==> src/rtl/umips_fetch_stage.sv <==
// umips_fetch_stage: instruction-fetch stage of the 5-stage uMIPS pipeline.
//   Owns the PC, drives a req/ack instruction-memory port and loads the IF/ID register.
//   A 1-entry skid buffer catches a response that lands during a decode stall.
//   EX redirects override stall and ack; a request already in flight is finished and its data dropped.
// Ports:
//   clk, reset (async, active-low)
//   imem_req/imem_addr  out  fetch request, held with stable address until imem_ack
//   imem_ack/imem_rdata in   response (may coincide with the request cycle)
//   stall               in   hold IF/ID
//   redirect_valid/_pc  in   taken branch/jump target (low two bits ignored)
//   if_id_valid/_instr/_pc4 out  IF/ID register
// Optional feature: define UMIPS_FETCH_PERF_EN to add perf_fetched / perf_bubbles counters.
module umips_fetch_stage #(
    parameter int unsigned          PC_WIDTH = 32,
    parameter logic [PC_WIDTH-1:0]  RESET_PC = '0
) (
    input  logic                clk,
    input  logic                reset,
    output logic                imem_req,
    output logic [PC_WIDTH-1:0] imem_addr,
    input  logic                imem_ack,
    input  logic [PC_WIDTH-1:0] imem_rdata,
    input  logic                stall,
    input  logic                redirect_valid,
    input  logic [PC_WIDTH-1:0] redirect_pc,
    output logic                if_id_valid,
    output logic [PC_WIDTH-1:0] if_id_instr,
    output logic [PC_WIDTH-1:0] if_id_pc4
`ifdef UMIPS_FETCH_PERF_EN
    ,
    output logic [31:0]         perf_fetched,
    output logic [31:0]         perf_bubbles
`endif
);

    localparam int unsigned W = PC_WIDTH;

    typedef enum logic [2:0] {
        IDLE = 3'd0,
        REQ  = 3'd1,
        WAIT = 3'd2,
        HOLD = 3'd3,
        KILL = 3'd4
    } state_t;

    typedef struct packed {
        logic [W-1:0] instr;
        logic [W-1:0] pc4;
    } skid_t;

    state_t         state, state_nxt;
    logic [W-1:0]   pc, pc_nxt;
    logic [W-1:0]   addr_nxt;
    logic           req_nxt;
    logic           ifid_v_nxt;
    logic [W-1:0]   ifid_i_nxt, ifid_p_nxt;
    logic           skid_valid, skid_v_nxt;
    skid_t          skid, skid_nxt;
    logic           ack_live;
    logic           accept;
    logic [W-1:0]   pc_plus4;
    logic [W-1:0]   redirect_tgt;

    // State, PC, memory port, skid and IF/ID registers
    always_ff @(posedge clk or negedge reset) begin
        if (!reset) begin
            state       <= IDLE;
            pc          <= RESET_PC;
            imem_req    <= 1'b0;
            imem_addr   <= RESET_PC;
            if_id_valid <= 1'b0;
            if_id_instr <= '0;
            if_id_pc4   <= '0;
            skid_valid  <= 1'b0;
            skid        <= '0;
        end else begin
            state       <= state_nxt;
            pc          <= pc_nxt;
            imem_req    <= req_nxt;
            imem_addr   <= addr_nxt;
            if_id_valid <= ifid_v_nxt;
            if_id_instr <= ifid_i_nxt;
            if_id_pc4   <= ifid_p_nxt;
            skid_valid  <= skid_v_nxt;
            skid        <= skid_nxt;
        end
    end

    // Next-state, PC, skid and IF/ID update
    always_comb begin
        state_nxt    = state;
        pc_nxt       = pc;
        ifid_v_nxt   = if_id_valid;
        ifid_i_nxt   = if_id_instr;
        ifid_p_nxt   = if_id_pc4;
        skid_v_nxt   = skid_valid;
        skid_nxt     = skid;
        ack_live     = imem_req & imem_ack;
        accept       = ack_live && (state != KILL) && !redirect_valid;
        pc_plus4     = pc + W'(4);
        redirect_tgt = redirect_pc & ~W'(3);

        if (redirect_valid) begin
            pc_nxt     = redirect_tgt;
            ifid_v_nxt = 1'b0;
            skid_v_nxt = 1'b0;
            // An unacked request must still complete; its data is discarded in KILL.
            state_nxt  = (imem_req && !imem_ack) ? KILL : REQ;
        end else begin
            // IF/ID: skid drains ahead of fresh data so ordering is preserved.
            if (!stall) begin
                if (skid_valid) begin
                    ifid_v_nxt = 1'b1;
                    ifid_i_nxt = skid.instr;
                    ifid_p_nxt = skid.pc4;
                    skid_v_nxt = 1'b0;
                end else if (accept) begin
                    ifid_v_nxt = 1'b1;
                    ifid_i_nxt = imem_rdata;
                    ifid_p_nxt = pc_plus4;
                end else begin
                    ifid_v_nxt = 1'b0;
                end
            end

            if (accept) begin
                pc_nxt = pc_plus4;
                if (stall || skid_valid) begin
                    skid_v_nxt = 1'b1;
                    skid_nxt   = '{instr: imem_rdata, pc4: pc_plus4};
                end
            end

            case (state)
                IDLE: state_nxt = REQ;
                REQ: begin
                    if (ack_live) state_nxt = skid_v_nxt ? HOLD : REQ;
                    else          state_nxt = skid_v_nxt ? HOLD : WAIT;
                end
                WAIT: begin
                    if (ack_live) state_nxt = skid_v_nxt ? HOLD : REQ;
                end
                HOLD: begin
                    if (!skid_v_nxt) state_nxt = REQ;
                end
                KILL: begin
                    if (ack_live) state_nxt = REQ;
                end
                default: state_nxt = IDLE;
            endcase
        end

        req_nxt  = (state_nxt == REQ) || (state_nxt == WAIT) || (state_nxt == KILL);
        // Address is frozen while a request is outstanding; otherwise it tracks the PC.
        addr_nxt = ((state_nxt == WAIT) || (state_nxt == KILL)) ? imem_addr : pc_nxt;
    end

`ifdef UMIPS_FETCH_PERF_EN
    // Fetched-instruction and decode-bubble counters, wrapping at 2^32
    always_ff @(posedge clk or negedge reset) begin
        if (!reset) begin
            perf_fetched <= '0;
            perf_bubbles <= '0;
        end else begin
            if (accept) perf_fetched <= perf_fetched + 32'(1);
            if (!stall && !if_id_valid) perf_bubbles <= perf_bubbles + 32'(1);
        end
    end
`endif

endmodule

==> config.mk <==
export PLATFORM = sky130hd
export DESIGN_NAME = umips_fetch_stage
export DESIGN_NICKNAME = d
export VERILOG_FILES = /design/src/rtl/umips_fetch_stage.sv
export SDC_FILE = /design/constraint.sdc
export NUM_CORES = 1
export LEC_CHECK = 0
export CAP_MARGIN = 20
export CORE_MARGIN = 2
export CORE_UTILIZATION = 45
export DETAILED_ROUTE_END_ITERATION = 16
export PLACE_DENSITY = 0.76
export SLEW_MARGIN = 20
export SYNTH_ARGS = -nofsm -noshare
export SYNTH_HDL_FRONTEND = slang
export SYNTH_SLANG_ARGS = --single-unit
==> constraint.sdc <==
create_clock -name clk -period 5.7 [get_ports clk]
set_input_delay 1.14 -clock clk [delete_from_list [all_inputs] [get_ports clk]]
set_output_delay 1.14 -clock clk [all_outputs]
set_load 0.1 [all_outputs]
* Word-level counts from Yosys, hierarchy flattened
Cells that the tools add are included.
Operators by class: add/subtract/negate cells 1, $mul 0, divide/modulo/power cells 0, magnitude comparators 0, equal/unequal tests 9, shift-type cells 0, mux-type cells 24, bitwise operators 3, reduce and logical (&&, ||, !) cells 13
Operators by type and width (count):
- $mux W32 | 6
- $add A32 B3 Y32 const B | 1
- $mux W3 | 5
- $pmux W3 S5 | 1
- $mux W1 | 10
- $eq A3 B2 Y1 const B | 3
- $eq A3 B1 Y1 const B | 2
- $eq A3 B3 Y1 const B | 2
- $reduce_and A3 Y1 | 2
- $logic_or A1 B1 Y1 | 4
- $mux W2 | 2
- $logic_and A1 B1 Y1 | 3
- $logic_not A3 Y1 | 1
- $ne A3 B3 Y1 const B | 1
- $logic_not A1 Y1 | 2
- $ne A2 B1 Y1 const B | 1
- $not A1 Y1 | 2
- $reduce_bool A2 Y1 | 1
- $and A1 B1 Y1 | 1
Storage, ports and cells: register bits after elaboration 198, latch bits 0, RAM bits 0, memory bits (read-only) 0, input port bits 69, output and inout bits 98, logic and storage cells 60, memories 0

* Longest topological paths before layout
Gate-level depths: netlist (run 1).
depth after elaboration 12, gate-level depth with buffers 9, depth with buffers taken out 6

* Least setup slack after synthesis (run 1)
Ideal clock, no wire load.
kind in2reg, start input port imem_ack, end register imem_addr[10], setup time 125 ps, data arrival time 2704 ps, required time 5575 ps, slack 2871 ps, cell stages on the path 8, buffers on the path 3, path through nand2_1 -> buf_2 -> a311oi_1 -> o211a_1 -> a211o_1 -> buf_2 -> buf_2 -> mux2_2
Between the ends: cells in the longest elaborated chain, start to end 11, elaborated cells on any way between the ends 21, those cells by class 2 x eq/ne; 13 x mux; 1 x bitwise; 5 x reduce/logical
RTL lines:
- start: declaration | line 21 | input logic imem_ack,
- $and A1 B1 Y1 | line 98 | ack_live = imem_req & imem_ack;
- $logic_and A1 B1 Y1 (2 in series) | line 99 | accept = ack_live && (state != KILL) && !redirect_valid;
- $mux W1 | line 126 | if (accept) begin
- $mux W1 | line 103 | if (redirect_valid) begin
- $mux W1 / $mux W2 (equally long branches) | line 138, 137, 141
- $mux W2 / $mux W3 (equally long branches) | line 137, 141
- $pmux W3 S5 | line 134 | case (state)
- $mux W3 | line 103
- $eq A3 B2 Y1 / $eq A3 B3 Y1 (equally long branches) | line 155 | addr_nxt = ((state_nxt == WAIT) || (state_nxt == KILL)) ? imem_addr : pc_nxt;
- $logic_or A1 B1 Y1 | line 155
- end signal: assignment | line 80 | imem_addr <= addr_nxt;
- end: declaration | line 20 | output logic [PC_WIDTH-1:0] imem_addr,
Several ways; a longest one is shown, not always the timed one. The select of a mux whose other input is x is not followed. A chain may end at the register's enable or synchronous reset.

* Final worst setup path (run 1)
start input port imem_ack, end register imem_addr[9]
Same word-level chain as after synthesis.

==> out/results.ini, run 1 <==
[synthesis]
yosys_register_bits=198
syn_area_per_cell_um2=9.600
ys_warn_count=0
synth_edf_count=0
synth_flop_cell=dfrtp_1
async_flop_share=1.000
syn_nets=1041
ys_types=57
syn_area_mm2=0.009321
seq_area_frac_synth=0.5315
syn_inst=971

[clock_network]
clkSlewWorstSetupHoldPaths_ns=0.08
cts_tree=yes
clk_latency_ns=0.43
cts-root-buf=clkbuf_16
cts_sinks=198
clockBufferDepth=2
numCtsBuffers=17
post_cts_buffers=0
hold_buffers=0
ctsResizeCount=0
htreeDepth=4

[route]
routed_wl_mm=22.66
via_count=7556
firstDrtPassIters=6
vias_per_cell=5.456
drc=0
drt_first_iter_violations=491
avgRoutedWirePerCell_um=16.36
antenna_left=0

[setup_path]
path_max_fanout=23
r2r-start=state[0]$_DFF_PN0_
r2r_cells=5
critPathLaunch=imem_ack
crit_path_start_kind=input port
rrSetupSlack_ns=2.76
arrival_ns=3.88
endpoint_kind=flop
cp.required_ns=6.02
path_class=in2reg

[run_status]
outcome=complete, no violations

[floorplanning]
die_x_um=147.9
die-area_mm2=0.02188
initial_core_util=0.4592
core_mm2=0.02030
num_io_pins=167
die_y_um=147.9
rows=52

[layout]
drive_above_1_share=0.07982
stdcell_count=1385
nets=1172
n_antenna_cell=0
multi_input_area_mm2=0.004089
fillerInstances=1797
area.growth.synth_to_final_pct=26.17
seqCellArea_mm2=0.004959

[timing]
finalSetupViolCount=0
rsz0062_at_grt=false
maxSlewHeadroom=0.2918
fin_crit_sh=0.6241
fin_crit_ns=3.557
finalHoldViolations=0
fmax_ghz=0.2811
report.final.slew_viol_count=0
skew_ns=0.008133
worstMarginPinSlew_ns=1.059
final.setup.tns_ns=0

[global_route]
busiest_layer=met1
globalRouteTotalUtil=0.2081
grt_max_degree=137
antenna_found_initial=0
met1_usage=0.3166
use_met3=0.04105
first_global_vias=6886
grt_overflow=0
met2_usage=0.2967
grt_pass1_wl_mm=36.39

[power_and_ir_drop]
ir_worst_vdd_uv=434.0
p_leak_nw=5.013
power_w=0.007310
powerDensity_mw_per_mm2=621.6

[worst_hold_path]
hp-start=skid[26]$_DFFE_PN0P_
holdPathStages=2
hp-class=reg2reg

[place]
portBuffers=164
dp_hpwl_mm=15.38
routabilityCongestion=0.8847
place_inst=1352

[run]
drv_cap=0

## per-stage QoR
stage                       util  instance area (um^2)  hold slack [ns]  setup WS [ns]
after floorplan                -                  9321           0.4373          2.871
after global placement    0.5499                 11160           0.4483          1.682
after detailed placement  0.5499                 11160           0.4539          1.677
after CTS                 0.5780                 11730           0.4723          2.136
after global routing      0.5794                 11760           0.4900          1.850
final                     0.5794                 11760           0.4678          2.143
## synth_stat cells, types with 2 or more instances
cell type | number | share of area
a2111oi_0 | 6 | 0.0056
a211o_1 | 2 | 0.0019
a21boi_0 | 3 | 0.0024
a21o_1 | 5 | 0.0040
a21oi_1 | 11 | 0.0059
a311oi_1 | 2 | 0.0019
a31oi_1 | 17 | 0.011
and2_1 | 3 | 0.0020
and3_1 | 4 | 0.0027
buf_1 | 8 | 0.0032
buf_2 | 15 | 0.0081
buf_4 | 3 | 0.0024
clkbuf_1 | 38 | 0.015
clkinv_1 | 2 | 0.00081
dfrtp_1 | 198 | 0.53
inv_1 | 6 | 0.0024
mux2_2 | 25 | 0.030
mux2i_1 | 46 | 0.049
nand2_1 | 259 | 0.10
nand2b_1 | 14 | 0.0094
nand3_1 | 20 | 0.011
nand4_1 | 11 | 0.0074
nor2_1 | 35 | 0.014
nor2b_1 | 3 | 0.0020
nor3_1 | 17 | 0.0091
nor3b_1 | 2 | 0.0016
nor4_1 | 11 | 0.0074
nor4_2 | 2 | 0.0027
nor4_4 | 2 | 0.0046
o211ai_1 | 5 | 0.0040
o21a_1 | 7 | 0.0056
o21ai_0 | 97 | 0.052
o21ai_1 | 7 | 0.0038
o31a_1 | 7 | 0.0066
o31ai_1 | 22 | 0.018
or2_2 | 2 | 0.0013
or3_1 | 4 | 0.0027
or4_1 | 11 | 0.0089
or4_4 | 2 | 0.0024
xnor2_1 | 14 | 0.013
xor2_1 | 7 | 0.0066
## flip-flops by register name, indices dropped and copies added, names as in the netlist
name / count
imem_req: 1
skid: 64
pc: 32
skid_valid: 1
if_id_instr: 32
if_id_valid: 1
imem_addr: 32
state: 3
if_id_pc4: 32
## power by group
group	switching, W	internal [W]
clock network	0.000567	0.000616
logic	0.00292	0.000915
registers	0.000340	0.00195
total	0.00383	0.00348
## placed cells by master (no fill, tap or decap), types with 10 or more instances in the layout
cell             instances
nand3_1                 20
o31ai_1                 22
nand2_1                259
or4_1                   11
o21ai_0                 97
dfrtp_1                197
a21oi_1                 10
mux2i_1                 46
nand4_1                 11
nor4_1                  11
nand2b_1                14
xnor2_1                 14
buf_4                   11
nor2_1                  35
a31oi_1                 17
mux2_2                  25
clkdlybuf4s50_1        163
clkbuf_16               17
nor3_1                  17
## path summary, 6_finish.rpt
path | endpoint
min in group asynchronous | if_id_instr[9]$_DFFE_PN0P_
max in group asynchronous | skid_valid$_DFF_PN0_
min reg2reg | skid[26]$_DFFE_PN0P_
min | skid[26]$_DFFE_PN0P_
max reg2reg | if_id_instr[0]$_DFFE_PN0P_
max | imem_addr[9]$_DFFE_PN0N_
## critical path, cell delays in order
cell and delay, ns:
clkdlybuf4s50_1 0.53, nand2_1 0.27, a311oi_1 0.36, o211a_1 0.36, a211o_1 0.44, buf_4 0.38, mux2_2 0.38
## layout make-up
| cell class | instances | share of cell area |
|---|---|---|
| Sequential cell | 198 | 0.4216 |
| Clock buffer | 18 | 0.03649 |
| Tap cell | 270 | 0.02872 |
| Timing Repair Buffer | 177 | 0.1510 |
| Clock inverter | 14 | 0.01202 |
| Inverter | 8 | 0.002553 |
| Multi-Input combinational cell | 700 | 0.3477 |
## metal layers
| metal | up-vias | routed length, um |
|---|---|---|
| li1 | 3659 | - |
| met1 | 3616 | 11000 |
| met2 | 245 | 9852 |
| met3 | 36 | 1346 |
| met4 | 0 | 459 |
| met5 | - | 0 |
## cell families after synthesis
logic type	synth area share
xor gates and xnor gates	0.01973
DFF	0.5315
adders and majority gates	0.001342
AOI/OAI and AO/OA	0.1295
muxes	0.08121
and+or+nand+nor	0.2032
buffers and inverters	0.03342
No activity file was read; power rests on OpenSTA's default activity.
==> run 2: changes to the inputs <==
Clock period 5.7 ns to 3.3 ns, I/O delays scaled along.
==> out/results.ini, run 2 (synthesized netlist as in run 1, its figures left out) <==
[timing]
report.final.slew_viol_count=0  ; unchanged
finalSetupViolCount=0  ; unchanged
setup_ws_ns=0.5356  ; -1.607 ns
maxSlewHeadroom=0.5219  ; +0.2302
finalHoldViolations=0  ; unchanged
worstMarginPinSlew_ns=0.7106  ; -0.3485 ns
final.setup.tns_ns=0  ; unchanged
fin_crit_sh=0.8377
skew_ns=0.01019  ; +0.002053 ns
fmax_ghz=0.3617
rsz0062_at_grt=false
fin_crit_ns=2.764

[power_and_ir_drop]
p_sw_w=0.006601  ; +73%
powerDensity_mw_per_mm2=1086  ; +75%
p_leak_nw=5.260  ; +4.9%
p_int_w=0.006153  ; +77%
pwr-share-seq=0.312  ; -0.002
netSwitchingFraction=0.5176  ; -0.005804
clkPwrFrac=0.179  ; +0.017
ir_worst_vdd_uv=772.6  ; +78%
pwr-share-comb=0.509  ; -0.015

[setup_path]
cp.required_ns=3.59  ; -2.43 ns
crit_path_start_kind=flop
path_max_fanout=14  ; -39%
endpoint_kind=flop
path_class=reg2reg
arrival_ns=3.06  ; -0.82 ns

[floorplanning]
initial_core_util=0.4592  ; unchanged
die_x_um=147.9  ; unchanged
rows=52  ; unchanged
die-area_mm2=0.02188  ; unchanged
num_io_pins=167  ; unchanged
core_mm2=0.02030  ; unchanged
die_y_um=147.9  ; unchanged

[place]
dp_hpwl_mm=15.89  ; +3.3%
routabilityCongestion=0.8604  ; -2.7%
dp_slack_ns=0.3133  ; -1.363 ns
portBuffers=164  ; unchanged

[route]
top_layer_used=met4
firstDrtPassIters=5  ; -1
wl_met1_mm=10.93  ; -0.65%
via_count=7494  ; -0.82%
wl_met3_mm=1.351  ; +0.37%
drc=0  ; unchanged
drt_first_iter_violations=354  ; -28%
routed_wl_mm=22.75  ; +0.40%
met2WireLength_mm=10.19  ; +3.5%
vias_per_cell=5.361  ; -1.7%
antenna_left=0  ; unchanged
avgRoutedWirePerCell_um=16.27  ; -0.54%

[clock_network]
post_cts_buffers=0  ; unchanged
ctsResizeCount=0  ; unchanged
htreeDepth=4  ; unchanged
clockBufferDepth=2  ; unchanged
cts-root-buf=clkbuf_16
cts_tree=yes
hold_buffers=0  ; unchanged
clkSlewWorstSetupHoldPaths_ns=0.07  ; about the same
numCtsBuffers=17  ; unchanged
clk_latency_ns=0.43  ; about the same
cts_sinks=198  ; unchanged

[run]
drv_cap=0  ; unchanged

[layout]
largest_reg_flops=64  ; unchanged
top_register=skid
n_antenna_cell=0  ; unchanged
drive_above_1_share=0.1773  ; +0.09748
mostFrequentLayoutCells=nand2_1 (259), dfrtp_1 (197), buf_4 (117)
final_common_cell=nand2_1
nets=1185  ; +1.1%
area.growth.synth_to_final_pct=26.00

[worst_hold_path]
hp-class=in2async

[global_route]
first_global_vias=7065  ; +2.6%
globalRouteTotalUtil=0.2133  ; +0.005169
grt_pass1_wl_mm=37.07  ; +1.9%
grt_overflow=0  ; unchanged
grt_max_degree=87  ; -36%
antenna_found_initial=0  ; unchanged

[run_status]
outcome=complete, no violations

## run 2: routing by layer
| layer | global-route usage | vias to the layer above |
|---|---|---|
| li1 | - | 3680 |
| met1 | 0.3157 | 3563 |
| met2 | 0.3230 | 227 |
| met3 | 0.03889 | 24 |
| met4 | 0.06048 | 0 |
| met5 | 0 | - |
## run 2: final timing paths
kind                                      startpoint                    endpoint  slack, ns  depth (start not counted)
worst max-delay path                pc[21]$_DFF_PN0_   imem_addr[28]$_DFFE_PN0N_       0.54                          5
worst min-delay path                           reset  if_id_instr[9]$_DFFE_PN0P_       0.26                          1
worst max register to register      pc[21]$_DFF_PN0_   imem_addr[28]$_DFFE_PN0N_       0.54                          5
worst min register to register  skid[19]$_DFFE_PN0P_        skid[19]$_DFFE_PN0P_       0.47                          2
max in group asynchronous                      reset   if_id_pc4[22]$_DFFE_PN0P_       2.26                          2
min in group clk                skid[19]$_DFFE_PN0P_        skid[19]$_DFFE_PN0P_       0.47                          2
## run 2: power by group through the flow
| stage | sequential (W) | combinational (W) | clock [W] |
|---|---|---|---|
| 6_report | 0.00399 | 0.00649 | 0.00228 |
| 5_1_grt | 0.00410 | 0.00681 | 0.00244 |
| 4_1_cts | 0.00399 | 0.00652 | 0.00234 |
| 3_5_place_dp | 0.00403 | 0.00651 | 0 |
| 3_3_place_gp | 0.00399 | 0.00644 | 0 |
| 2_1_floorplan | 0.00763 | 0.00134 | 0 |
## run 2: stage by stage
stage / cells / total power, W / hold WS (ns) / area (um^2) / utilization
after CTS: 1398 / 0.01285 / 0.3110 / 11750 / 0.5786
after global placement: 1366 / 0.01044 / 0.4487 / 11100 / 0.5467
final: 1398 / 0.01275 / 0.2614 / 11750 / 0.5786
after floorplan: 971 / 0.008970 / 0.3644 / 9321 / -
after detailed placement: 1366 / 0.01055 / 0.4544 / 11100 / 0.5467
after global routing: 1398 / 0.01335 / 0.3287 / 11750 / 0.5786
## run 2: final cells by class
| type | count | area [um^2] |
|---|---|---|
| Multi-Input combinational cell | 700 | 4089 |
| Clock inverter | 12 | 190.2 |
| Tap cell | 270 | 337.8 |
| Fill cell | 1787 | 8554 |
| Timing Repair Buffer | 190 | 1683 |
| Sequential cell | 198 | 4959 |
| Inverter | 8 | 30.03 |
| Clock buffer | 20 | 456.7 |
## run 2: worst max-delay path, cell delays in order, from the launching register on
cell and delay [ns]:
dfrtp_1 0.48, nand4_1 0.28, or4_1 0.90, o31a_1 0.42
o21ai_0 0.39, a31oi_1 0.15
